`src/rtl/xilinx_clock_pkg.sv`:
```
// Shared types and sizing helpers for the MMCM sequencing controller.
package xilinx_clock_pkg;

    typedef enum logic [2:0] {
        RESET,
        WAIT_LOCK,
        SETTLE,
        RUN,
        PWRDN,
        FAULT
    } clkctrl_state_e;

    localparam int RELOCK_CNT_W = 8;

    // One shared counter serves every timed state, so it is sized for the longest interval.
    function automatic int clkctrl_cnt_w(input int rst_cycles, input int lock_timeout,
                                         input int settle_cycles);
        int m;
        m = rst_cycles;
        if (lock_timeout > m) m = lock_timeout;
        if (settle_cycles > m) m = settle_cycles;
        return $clog2(m + 1);
    endfunction

endpackage

```
`src/rtl/clkctrl_sync.sv`:
```
// Parameterised-width two-flop synchronizer with synchronous active-low clear.
module clkctrl_sync #(
    parameter int WIDTH = 1
) (
    input  logic             clk,
    input  logic             resn,
    input  logic [WIDTH-1:0] d,
    output logic [WIDTH-1:0] q
);

    logic [WIDTH-1:0] meta_reg;
    logic [WIDTH-1:0] sync_reg;

    generate
        for (genvar gi = 0; gi < WIDTH; gi++) begin : g_bit
            always_ff @(posedge clk) begin
                if (!resn) begin
                    meta_reg[gi] <= 1'b0;
                    sync_reg[gi] <= 1'b0;
                end else begin
                    meta_reg[gi] <= d[gi];
                    sync_reg[gi] <= meta_reg[gi];
                end
            end
        end
    endgenerate

    assign q = sync_reg;

endmodule

```
`src/rtl/xilinx_clock_ctrl.sv`:
```
// MMCM reset/power-down sequencer running on the free-running board clock.
// Optional relock statistics counter enabled by XILINX_CLOCK_CTRL_STATS_EN.
module xilinx_clock_ctrl
    import xilinx_clock_pkg::*;
#(
    parameter int RST_CYCLES    = 8,
    parameter int LOCK_TIMEOUT  = 100000,
    parameter int SETTLE_CYCLES = 1024,
    parameter int MAX_RETRIES   = 3
) (
    input  logic clk_in,
    input  logic resn,
    input  logic mmcm_locked,
    input  logic pwrdwn_req,
    output logic mmcm_rst,
    output logic mmcm_pwrdwn,
    output logic core_resn,
    output logic locked,
    output logic fault
`ifdef XILINX_CLOCK_CTRL_STATS_EN
    ,
    output logic [RELOCK_CNT_W-1:0] relock_count
`endif
);

    localparam int CNT_W   = clkctrl_cnt_w(RST_CYCLES, LOCK_TIMEOUT, SETTLE_CYCLES);
    localparam int RETRY_W = (MAX_RETRIES < 1) ? 1 : $clog2(MAX_RETRIES + 1);

    // The WAIT_LOCK cycle that first sees lock_s counts towards the settle run,
    // so SETTLE itself only needs SETTLE_CYCLES-1 more clean samples.
    localparam int SETTLE_LAST_I = (SETTLE_CYCLES > 1) ? SETTLE_CYCLES - 2 : 0;

    localparam logic [CNT_W-1:0]   RST_LAST     = CNT_W'(RST_CYCLES - 1);
    localparam logic [CNT_W-1:0]   TIMEOUT_LAST = CNT_W'(LOCK_TIMEOUT - 1);
    localparam logic [CNT_W-1:0]   SETTLE_LAST  = CNT_W'(SETTLE_LAST_I);
    localparam logic [RETRY_W-1:0] RETRY_MAX    = RETRY_W'(MAX_RETRIES);

    clkctrl_state_e     state_reg, state_next;
    logic [CNT_W-1:0]   cnt_reg, cnt_next;
    logic [RETRY_W-1:0] retry_reg, retry_next;
    logic               lock_s;

    logic mmcm_rst_reg;
    logic mmcm_pwrdwn_reg;
    logic core_resn_reg;
    logic locked_reg;
    logic fault_reg;

`ifdef XILINX_CLOCK_CTRL_STATS_EN
    logic                    relock_evt;
    logic [RELOCK_CNT_W-1:0] relock_count_reg;
`endif

    clkctrl_sync #(
        .WIDTH(1)
    ) u_lock_sync (
        .clk (clk_in),
        .resn(resn),
        .d   (mmcm_locked),
        .q   (lock_s)
    );

    always_comb begin
        state_next = state_reg;
        cnt_next   = cnt_reg;
        retry_next = retry_reg;
`ifdef XILINX_CLOCK_CTRL_STATS_EN
        relock_evt = 1'b0;
`endif
        // Power-down overrides every lock/timeout event; only a fault is sticky against it.
        if (pwrdwn_req && state_reg != FAULT) begin
            state_next = PWRDN;
            cnt_next   = '0;
        end else begin
            case (state_reg)
                RESET: begin
                    if (cnt_reg == RST_LAST) begin
                        state_next = WAIT_LOCK;
                        cnt_next   = '0;
                    end else begin
                        cnt_next = cnt_reg + CNT_W'(1);
                    end
                end
                WAIT_LOCK: begin
                    if (lock_s) begin
                        state_next = SETTLE;
                        cnt_next   = '0;
                    end else if (cnt_reg == TIMEOUT_LAST) begin
                        cnt_next = '0;
                        if (retry_reg == RETRY_MAX) begin
                            state_next = FAULT;
                        end else begin
                            state_next = RESET;
                            retry_next = retry_reg + RETRY_W'(1);
                        end
                    end else begin
                        cnt_next = cnt_reg + CNT_W'(1);
                    end
                end
                SETTLE: begin
                    if (!lock_s) begin
                        state_next = WAIT_LOCK;
                        cnt_next   = '0;
                    end else if (cnt_reg == SETTLE_LAST) begin
                        state_next = RUN;
                        cnt_next   = '0;
                        retry_next = '0;
                    end else begin
                        cnt_next = cnt_reg + CNT_W'(1);
                    end
                end
                RUN: begin
                    if (!lock_s) begin
                        state_next = RESET;
                        cnt_next   = '0;
`ifdef XILINX_CLOCK_CTRL_STATS_EN
                        relock_evt = 1'b1;
`endif
                    end
                end
                PWRDN: begin
                    state_next = RESET;
                    cnt_next   = '0;
                    retry_next = '0;
                end
                FAULT: begin
                    state_next = FAULT;
                end
                default: begin
                    state_next = RESET;
                    cnt_next   = '0;
                end
            endcase
        end
    end

    // Outputs are decoded from the next state so they change on the same edge as the state.
    always_ff @(posedge clk_in) begin
        if (!resn) begin
            state_reg       <= RESET;
            cnt_reg         <= '0;
            retry_reg       <= '0;
            mmcm_rst_reg    <= 1'b1;
            mmcm_pwrdwn_reg <= 1'b0;
            core_resn_reg   <= 1'b0;
            locked_reg      <= 1'b0;
            fault_reg       <= 1'b0;
        end else begin
            state_reg       <= state_next;
            cnt_reg         <= cnt_next;
            retry_reg       <= retry_next;
            mmcm_rst_reg    <= (state_next == RESET) || (state_next == PWRDN) ||
                               (state_next == FAULT);
            mmcm_pwrdwn_reg <= (state_next == PWRDN);
            core_resn_reg   <= (state_next == RUN);
            locked_reg      <= (state_next == RUN);
            fault_reg       <= (state_next == FAULT);
        end
    end

`ifdef XILINX_CLOCK_CTRL_STATS_EN
    always_ff @(posedge clk_in) begin
        if (!resn) begin
            relock_count_reg <= '0;
        end else if (relock_evt && relock_count_reg != {RELOCK_CNT_W{1'b1}}) begin
            relock_count_reg <= relock_count_reg + RELOCK_CNT_W'(1);
        end
    end

    assign relock_count = relock_count_reg;
`endif

    assign mmcm_rst    = mmcm_rst_reg;
    assign mmcm_pwrdwn = mmcm_pwrdwn_reg;
    assign core_resn   = core_resn_reg;
    assign locked      = locked_reg;
    assign fault       = fault_reg;

endmodule
```
`config.mk`:
```
export PLATFORM = sky130hd
export DESIGN_NAME = xilinx_clock_ctrl
export DESIGN_NICKNAME = d
export VERILOG_FILES = /design/src/rtl/xilinx_clock_pkg.sv /design/src/rtl/clkctrl_sync.sv /design/src/rtl/xilinx_clock_ctrl.sv
export SDC_FILE = /design/constraint.sdc
export NUM_CORES = 1
export LEC_CHECK = 0
export BUFFER_PORTS_ARGS = -buffer_cell sky130_fd_sc_hd__buf_2
export CAP_MARGIN = 20
export CORE_ASPECT_RATIO = 1.5
export CORE_MARGIN = 4
export CORE_UTILIZATION = 40
export CTS_CLUSTER_SIZE = 28
export DETAILED_ROUTE_END_ITERATION = 10
export HOLD_SLACK_MARGIN = 0.15
export PLACE_DENSITY_LB_ADDON = 0.2
export SYNTH_ARGS = -nofsm -noshare
export SYNTH_HDL_FRONTEND = slang
export SYNTH_SLANG_ARGS = --single-unit
```
`constraint.sdc`:
```
create_clock -name clk_in -period 4.8 [get_ports clk_in]
set_input_delay 0.96 -clock clk_in [delete_from_list [all_inputs] [get_ports clk_in]]
set_output_delay 0.96 -clock clk_in [all_outputs]
set_load 0.02 [all_outputs]
```
# After elaboration in Yosys (flattened, before gate mapping)
# Index checks and enable logic that the tools add are counted.
dict set report totals {
  inputBits 4
  regBits 28
  mem_count 0
  ramBits 0
  rom_bits 0
  latch_bits 0
}
dict set report classes {
  addsub 2
  eq_ne 19
  div 0
  shifts 0
  mul 0
  n_reduce_logical 9
  mux 22
  magnitude_cmp 0
  n_bitwise 3
}
# cell count
set ops {}
lappend ops {{17-bit two-way mux} 6}
lappend ops {{17-bit one-hot mux with 5 select lines} 1}
lappend ops {{3-bit two-way mux} 8}
lappend ops {{17-bit by 1-bit adder with 17-bit output (second input constant)} 1}
lappend ops {{17-bit by 10-bit == test with 1-bit output (second input constant)} 1}
lappend ops {{17-bit == test (second input constant)} 1}
lappend ops {{17-bit by 3-bit == test with 1-bit output (second input constant)} 1}
lappend ops {{3-bit one-hot mux with 5 select lines} 1}
lappend ops {{3-bit == test (second input constant)} 4}
lappend ops {{2-bit two-way mux} 5}
lappend ops {{2-bit inequality test (second input constant)} 5}
lappend ops {{3-bit by 2-bit == test with 1-bit output (second input constant)} 3}
lappend ops {{7-bit AND reduction} 1}
lappend ops {{3-bit logical NOT} 2}
lappend ops {{2-bit one-hot mux with 3 select lines} 1}
lappend ops {{3-bit by 1-bit == test with 1-bit output (second input constant)} 1}
lappend ops {{3-bit inequality test (second input constant)} 1}
lappend ops {{1-bit inverter} 3}
lappend ops {{3-bit nonzero test} 1}
lappend ops {{2-bit by 1-bit adder with 2-bit output (second input constant)} 1}
lappend ops {{2-bit == test (second input constant)} 1}
lappend ops {{1-bit logical OR} 2}
lappend ops {{2-bit by 1-bit inequality test with 1-bit output (second input constant)} 1}
lappend ops {{2-bit AND reduction} 1}
lappend ops {{other kinds (2)} 2}

# Longest topological paths before layout
# Gate-level depths: netlist of the first run.
dict set report logic_depth {
  depth_word 9
  mapped_depth 9
  depth_no_buf 8
}

# Modules after synthesis
# From an unflattened synthesis of the first run, not the netlist that was laid out.
dict set report hier_totals {
  hier_cells 199
  hier_area_um2 1544.0
}
# mod seq_area_each_um2 cells_each n_inst area_per_inst_um2
set modules_own_cells {}
lappend modules_own_cells {xilinx_clock_ctrl 520.5 195 1 1491.4}
lappend modules_own_cells {clkctrl_sync 40.0 4 1 52.6}

# Worst setup path after synthesis of the first run
# OpenSTA, ideal clock, no wires.
dict set report synth_timing {
  path_type {reg2reg}
  startpoint {register cnt_reg[0]}
  endpoint {register cnt_reg[9]}
  stages_incl_launch_ff 9
  setup_time_ps 116
  synth_period_minus_slack_ps 2240
  path_buffers 1
  arrival_ps 2124
  slack_ps 2560
  required_ps 4684
  cell_sequence {dfxtp_1 ha_1 nand4_1 or4_1 o21ai_0 nand3_4 buf_6 a22oi_4 nor2_2}
}
dict set report synth_between {
  elab_chain_len 4
  elab_cells_between_ends 10
  classes_between {add/sub: 1; eq/ne: 3; mux: 6}
}
# item line_no
set synth_rtl {}
lappend synth_rtl {{from (decl)} xilinx_clock_ctrl.sv:39} ;# logic [CNT_W-1:0] cnt_reg, cnt_next;
lappend synth_rtl {{from (signal assigned)} xilinx_clock_ctrl.sv:150} ;# cnt_reg <= cnt_next;
lappend synth_rtl {{17-bit by 1-bit adder with 17-bit output (tied with other cells)} {xilinx_clock_ctrl.sv:81, xilinx_clock_ctrl.sv:97, xilinx_clock_ctrl.sv:109}}
lappend synth_rtl {{17-bit two-way mux (on tied branches)} {xilinx_clock_ctrl.sv:104, xilinx_clock_ctrl.sv:88}}
lappend synth_rtl {{17-bit two-way mux (on tied branches)} {xilinx_clock_ctrl.sv:101, xilinx_clock_ctrl.sv:85}}
lappend synth_rtl {{17-bit one-hot mux with 5 select lines (*)} xilinx_clock_ctrl.sv:75} ;# case (state_reg)
# Every way passes the cells marked *; elsewhere a longest branch is shown, timed or not.
# A chain may end at the register's enable or synchronous reset.

# Worst setup path in the final report of the first run
dict set report layout_timing {
  startpoint {register cnt_reg[0]}
  endpoint {register cnt_reg[4]}
}
# Same word-level chain as after synthesis.

==> flow_summary_export.csv, run 1 <==
group,metric,value,unit
run_status,status,"complete, no violations",
placed_design,io_buffer_count,8,
logic_synthesis,synth_cells,200,
logic_synthesis,synthAdderAreaFrac,2.358,%
power,vdd_drop_max,0.1564,mV
critical_path,reg2reg_setup_slack,2.15,ns
cts,cts_sinks,28,
die,row_count,27,
cts,clock_path_buffers,2,
cts,clkLatencyLatePin,0.27,ns
global_routing,first_global_vias,1376,
critical_path,worstPathMaxFanout,27,
cts,htree_levels,1,
sta,fin_tns_setup,0,ns
cts,clockRootBuffer,"clkbuf_8",
cells_and_area,finish.utilization,44.94,%
cts,cts_hold_buffers,0,
detailed_routing,vias,1437,
logic_synthesis,synth_area_leader_cell,"dfxtp_1",
power,powerDensity,263.5,nW/um^2
min_path,min_to,"u_lock_sync.q",
logic_synthesis,synth_edf_count,0,
sta,hold_violations,0,
detailed_routing,wire_per_inst,14.18,um
die,fp.dieW,59.50,um
min_path,min_from,"u_lock_sync.meta_reg",
job,max-cap-violations,0,
global_routing,grt-ovfl-total,0,
critical_path,cp_top_family,"simple AND/OR/NAND/NOR gates",
cells_and_area,nets,209,
logic_synthesis,synth_commonest_cells,"nand2_1 (32), dfxtp_1 (28), nand3_1 (15), nor2_1 (15), a31oi_1 (13)",
sta,slew_headroom,36.92,%
cells_and_area,largest_register_ffs,17,
placed_design,gp_congestion,0.8475,
detailed_routing,routed_wirelength,3.461,mm
logic_synthesis,synth.most_common_cell,"nand2_1",
critical_path,max_stage_delay,0.57,ns
cells_and_area,drive_gt1_share,11.44,%
detailed_routing,final_antenna_net_count,0,
logic_synthesis,ys_ff_latch,28,
sta,rsz0062_at_grt,"false",
sta,report.final.slew_viol_count,0,
placed_design,dp_hpwl,2.572,mm
detailed_routing,drtIter0Drc,86,
critical_path,crit_type,"register to register",
global_routing,grt_pass1_wl,6.285,mm
logic_synthesis,synth.avg_cell_area,7.958,sq um
cts,cts.clk_slew.worst_paths,0.09,ns
logic_synthesis,synth_top_family_by_area,"simple AND/OR/NAND/NOR gates",
detailed_routing,viasPerCell,5.889,
critical_path,r2r-end,"cnt_reg[4]",
logic_synthesis,ys_top_cells_by_area,"dfxtp_1 (35%), nand2_1 (7.5%), a31oi_1 (5.1%)",
critical_path,cp.arrival,2.79,ns
sta,finalCritPeriodShare,55.20,%
logic_synthesis,syn-cell-area,1592,sq um
min_path,hold_depth,1,
critical_path,crit_chain,"ha_1 > nand4_1 > or4_1 > o21ai_0 > nand3_4 > o211ai_1 > a21oi_1",
critical_path,crit_slowest_cell,"or4_1",
global_routing,antenna_found_initial,0,
logic_synthesis,synthFlopType,"dfxtp_1",
cts,postCtsSetupBuffers,0,
cts,cts_tree,"yes",
logic_synthesis,synth.mux.area_fraction,1.258,%
die,dieArea,5073,sq um
die,io_pins,9,
logic_synthesis,yosysTopAreaCellShare,35.22,%
logic_synthesis,synth_xor_area_share,0.5503,%
logic_synthesis,ys_warn_count,0,
detailed_routing,drcViolationCount,0,
die,core,3750,sq um
cells_and_area,insertedDiodeCount,0,
logic_synthesis,yosysSeqAreaShare,35.22,%
cells_and_area,area_delta_synth_final,5.896,%
die,initial_core_util,42.44,%
critical_path,cp-end-kind,"register",
global_routing,grt_usage,15.32,%
cts,cts_buffers,3,
die,die_h,85.26,um
critical_path,reg2reg_from,"cnt_reg[0]",
sta,finalSetupViolCount,0,
critical_path,required,4.94,ns
critical_path,worst_setup_path_start_kind,"register",
sta,worstMarginPinSlew,0.9406,ns
cells_and_area,final_cell_area,1685,sq um
placed_design,placed_area,1614,sq um
detailed_routing,firstDrtPassIters,4,
critical_path,critPathBufInv,0,
sta,fin_worst_skew,0.005463,ns
logic_synthesis,synth_cell_types,42,
logic_synthesis,synthArstFlopShare,0,%
power,p_leak,0.5873,nW
logic_synthesis,synth_compound_area_share,16.98,%
critical_path,reg2reg_depth,7,
logic_synthesis,synth_fp_nets,207,
sta,period_needed,2.650,ns
logic_synthesis,synthSimpleGateAreaFrac,38.44,%
sta,max_freq,377.4,MHz
cts,post_cts_resized,0,
min_path,hold_class,"register to register",
global_routing,grt_max_degree,28,
power,p_total,0.4441,mW
[final cells by class]
type | instances | area [sq um]
fillers | 369 | 2064
multi-input cells | 158 | 948.4
flip-flops and latches | 28 | 560.5
well taps | 43 | 53.80
clock buffers | 3 | 41.29
repair buffers | 8 | 40.04
clock inverters | 1 | 30.03
inverters | 3 | 11.26
[cells in the final DEF, fill, tap and decap left out, types with 3 or more instances in the layout]
cell type  synthesis  routed
nand2b_1           5       5
a21o_1             3       3
and2_1             5       5
buf_2              3       8
nor3_1             9       9
nand3_1           15      15
nor2_1            15      15
inv_1              3       3
a21oi_1            8       8
a31oi_1           13      13
nor2b_1            3       3
nand3b_1           5       5
dfxtp_1           28      28
ha_1               3       3
nand4_1            6       6
o21ai_0            4       4
nor4b_1            3       3
clkbuf_8           0       3
nand2_1           32      32
[per-layer routing]
layer	global-route usage [%]	routed length (um)	vias up
li1	-	-	728
met1	19.32	1543	687
met2	26.37	1804	18
met3	1.826	77	4
met4	4.839	36	0
met5	0	0	-
[metrics by stage]
step	cells	setup slack (ns)	hold WS [ns]
6_report	244	2.150	0.4482
5_1_grt	244	1.925	0.4688
4_1_cts	244	2.142	0.4530
3_5_place_dp	240	2.162	0.4185
3_3_place_gp	240	2.273	0.4217
2_1_floorplan	200	2.560	0.4119
[power breakdown]
part,internal (mW),switching (mW)
combinational,0.00825,0.0146
sequential,0.235,0.00341
clock,0.112,0.0712
total,0.355,0.0892
[cell families after synthesis]
kind of cell             after synthesis
AO/OA/AOI/OAI                         39
XOR/XNOR                               1
adder cells (fa/ha/maj)                3
buffers and inverters                 14
flip-flops                            28
multiplexers                           2
AND/OR/NAND/NOR                      113
[worst max path at each step]
stage,cells past startpoint,startpoint,end,slack [ns]
after global routing,7,cnt_reg[0],cnt_reg[4],1.92
after floorplan,8,cnt_reg[0],cnt_reg[9],2.56
after global placement,7,cnt_reg[0],cnt_reg[8],2.27
after CTS,7,cnt_reg[0],cnt_reg[8],2.14
after detailed placement,7,cnt_reg[0],cnt_reg[8],2.16
final,7,cnt_reg[0],cnt_reg[4],2.15
Note: power is estimated with default switching activity, not from simulation.
==> run 2, diff against run 1 <==
Settings changed: ABC_AREA from default to 1.
Clock period 4.8 ns to 2.5 ns, I/O delays scaled along.
==> flow_summary_export.csv, run 2 <==
group,metric,value,unit
placed_design,dp_cells,308,
critical_path,worstPathMaxFanout,11,
critical_path,reg2reg_depth,10,
cts,clockRootBuffer,"clkbuf_8",
cells_and_area,insertedDiodeCount,0,
cells_and_area,drive_gt1_share,16.92,%
logic_synthesis,yosysSeqAreaShare,33.19,%
sta,rsz0062_at_grt,"false",
run_status,status,"complete, no violations",
logic_synthesis,synth.avg_cell_area,6.547,sq um
logic_synthesis,synthArstFlopShare,0,%
sta,hold_violations,0,
sta,report.final.slew_viol_count,0,
cts,postCtsSetupBuffers,0,
job,max-cap-violations,0,
logic_synthesis,ys_top_cells_by_area,"dfxtp_1 (33%), nand2_1 (16%), inv_1 (6.9%)",
min_path,min_to,"u_lock_sync.meta_reg",
logic_synthesis,synth_edf_count,0,
detailed_routing,firstDrtPassIters,4,
cells_and_area,fillers,433,
cells_and_area,final_cell_area,1799,sq um
cts,cts_hold_buffers,0,
cells_and_area,layout_common_cells,"nand2_1 (73), inv_1 (31), dfxtp_1 (28)",
die,initial_core_util,41.93,%
cts,cts_sinks,28,
sta,fin_tns_setup,0,ns
min_path,min_from,"mmcm_locked",
cells_and_area,area_delta_synth_final,6.519,%
sta,whs,0.4069,ns
logic_synthesis,yosysTopAreaCellShare,33.19,%
global_routing,grt_max_degree,15,
logic_synthesis,synth_area_leader_cell,"dfxtp_1",
die,die_h,87.59,um
placed_design,dp_hpwl,3.064,mm
placed_design,gp_congestion,0.8724,
power,powerDensity,417.1,nW/um^2
global_routing,grt_pass1_wl,6.617,mm
power,vdd_drop_max,0.3528,mV
power,p_total,0.7504,mW
cells_and_area,final_common_cell,"nand2_1",
sta,worstMarginPinSlew,0.4579,ns
min_path,hold_class,"input pin to register",
sta,slew_headroom,69.47,%
die,io_pins,9,
cts,clkLatencyLatePin,0.27,ns
logic_synthesis,synthFlopType,"dfxtp_1",
cts,clock_path_buffers,2,
logic_synthesis,ys_ff_latch,28,
placed_design,io_buffer_count,8,
logic_synthesis,synth.most_common_cell,"nand2_1",
sta,fin_worst_skew,0.002824,ns
detailed_routing,drcViolationCount,0,
global_routing,grt-ovfl-total,0,
sta,finalCritPeriodShare,75.27,%
logic_synthesis,synth_commonest_cells,"nand2_1 (73), inv_1 (31), dfxtp_1 (28)",
detailed_routing,vias,1549,
min_path,hold_depth,3,
logic_synthesis,synth_cells,258,
detailed_routing,viasPerCell,4.981,
global_routing,first_global_vias,1569,
global_routing,antenna_found_initial,0,
cells_and_area,nets,275,
cells_and_area,largest_register_ffs,17,
sta,max_freq,531.5,MHz
detailed_routing,routed_wirelength,3.811,mm
sta,worst_slack,0.6184,ns
cts,post_cts_resized,0,
sta,period_needed,1.882,ns
die,core,4029,sq um
placed_design,preCtsSetupSlack,0.6509,ns
global_routing,grt_usage,16.08,%
critical_path,crit_type,"register to register",
cts,cts_tree,"yes",
critical_path,cp.arrival,2.05,ns
critical_path,reg2reg_setup_slack,0.62,ns
cells_and_area,finalNonFillerCells,311,
detailed_routing,final_antenna_net_count,0,
die,dieArea,5348,sq um
critical_path,cp-end-kind,"register",
cts,htree_levels,1,
detailed_routing,drtIter0Drc,48,
die,row_count,28,
logic_synthesis,ys_warn_count,0,
critical_path,r2r-end,"cnt_reg[0]",
detailed_routing,wire_per_inst,12.25,um
placed_design,placed_area,1758,sq um
critical_path,reg2reg_from,"cnt_reg[0]",
cts,cts_buffers,3,
logic_synthesis,synth_cell_types,28,
logic_synthesis,syn-cell-area,1689,sq um
critical_path,worst_setup_path_start_kind,"register",
sta,finalSetupViolCount,0,
cts,cts.clk_slew.worst_paths,0.09,ns
critical_path,required,2.67,ns
cells_and_area,finish.utilization,44.66,%
die,fp.dieW,61.06,um
logic_synthesis,synth_fp_nets,265,
power,p_leak,0.8210,nW
==> run 2: changes by cell type after synthesis, moves of 4 or more <==
cell / before / now
a21oi_1: 8 / 16
a31oi_1: 13 / 1
and2_1: 5 / 0
clkbuf_1: 4 / 0
inv_1: 3 / 31
inv_2: 0 / 8
nand2_1: 32 / 73
nand2b_1: 5 / 0
nand3_2: 1 / 6
nand3b_1: 5 / 0
nor2_1: 15 / 27
nor2_2: 1 / 6
==> run 2: logic make-up after synthesis <==
group / Yosys count / synth area share (%)
AO/OA/AOI/OAI: 29 / 10.15
adder cells (fa/ha/maj): 3 / 2.222
buffers and inverters: 45 / 11.19
XOR/XNOR: 2 / 1.037
flip-flops: 28 / 33.19
AND/OR/NAND/NOR: 151 / 42.22
==> run 2: layout make-up <==
cell class                 count  area (sq um)  area share [%]
sequential                    28         560.5           31.15
inverter                      41         153.9           8.554
multi-input combinational    185         939.7           52.23
clock buffer                   3         41.29           2.295
tap                           45         56.30           3.129
timing repair buffer           9         47.55           2.643
==> run 2: worst max-delay path by stage <==
stage | from | end | slack (ns)
finish | cnt_reg[0] | cnt_reg[0] | 0.62
detailed placement | cnt_reg[0] | cnt_reg[0] | 0.65
CTS | cnt_reg[0] | cnt_reg[0] | 0.62
floorplan | cnt_reg[0] | mmcm_rst | 1.0
global placement | cnt_reg[0] | cnt_reg[0] | 0.65
global route | cnt_reg[0] | cnt_reg[15] | 0.49
==> run 2: where the power goes <==
group / internal, mW / total (mW) / switching [mW]
sequential: 0.452 / 0.457 / 0.00501
combinational: 0.0156 / 0.0483 / 0.0328
clock: 0.108 / 0.245 / 0.137
==> run 2: critical path, stage by stage, from the launching register on <==
cell,delay [ns]
dfxtp_1,0.42
ha_1,0.26
nand2_1,0.07
inv_1,0.11
nand3_1,0.09
nor2_1,0.11
nand2_1,0.07
nand2_1,0.11
nand3_2,0.25
o211ai_2,0.23
inv_1,0.06
==> run 2: routing by layer <==
metal  GRT usage (%)  wire length, um  up-vias  part of all wire (%)
met1           17.46             1570      686                    41
met5               0                0        -                     0
met4           8.087              171        0                   4.5
li1                -                -      834                     -
met2           29.38             2003       17                    53
met3           1.770               65       12                   1.7
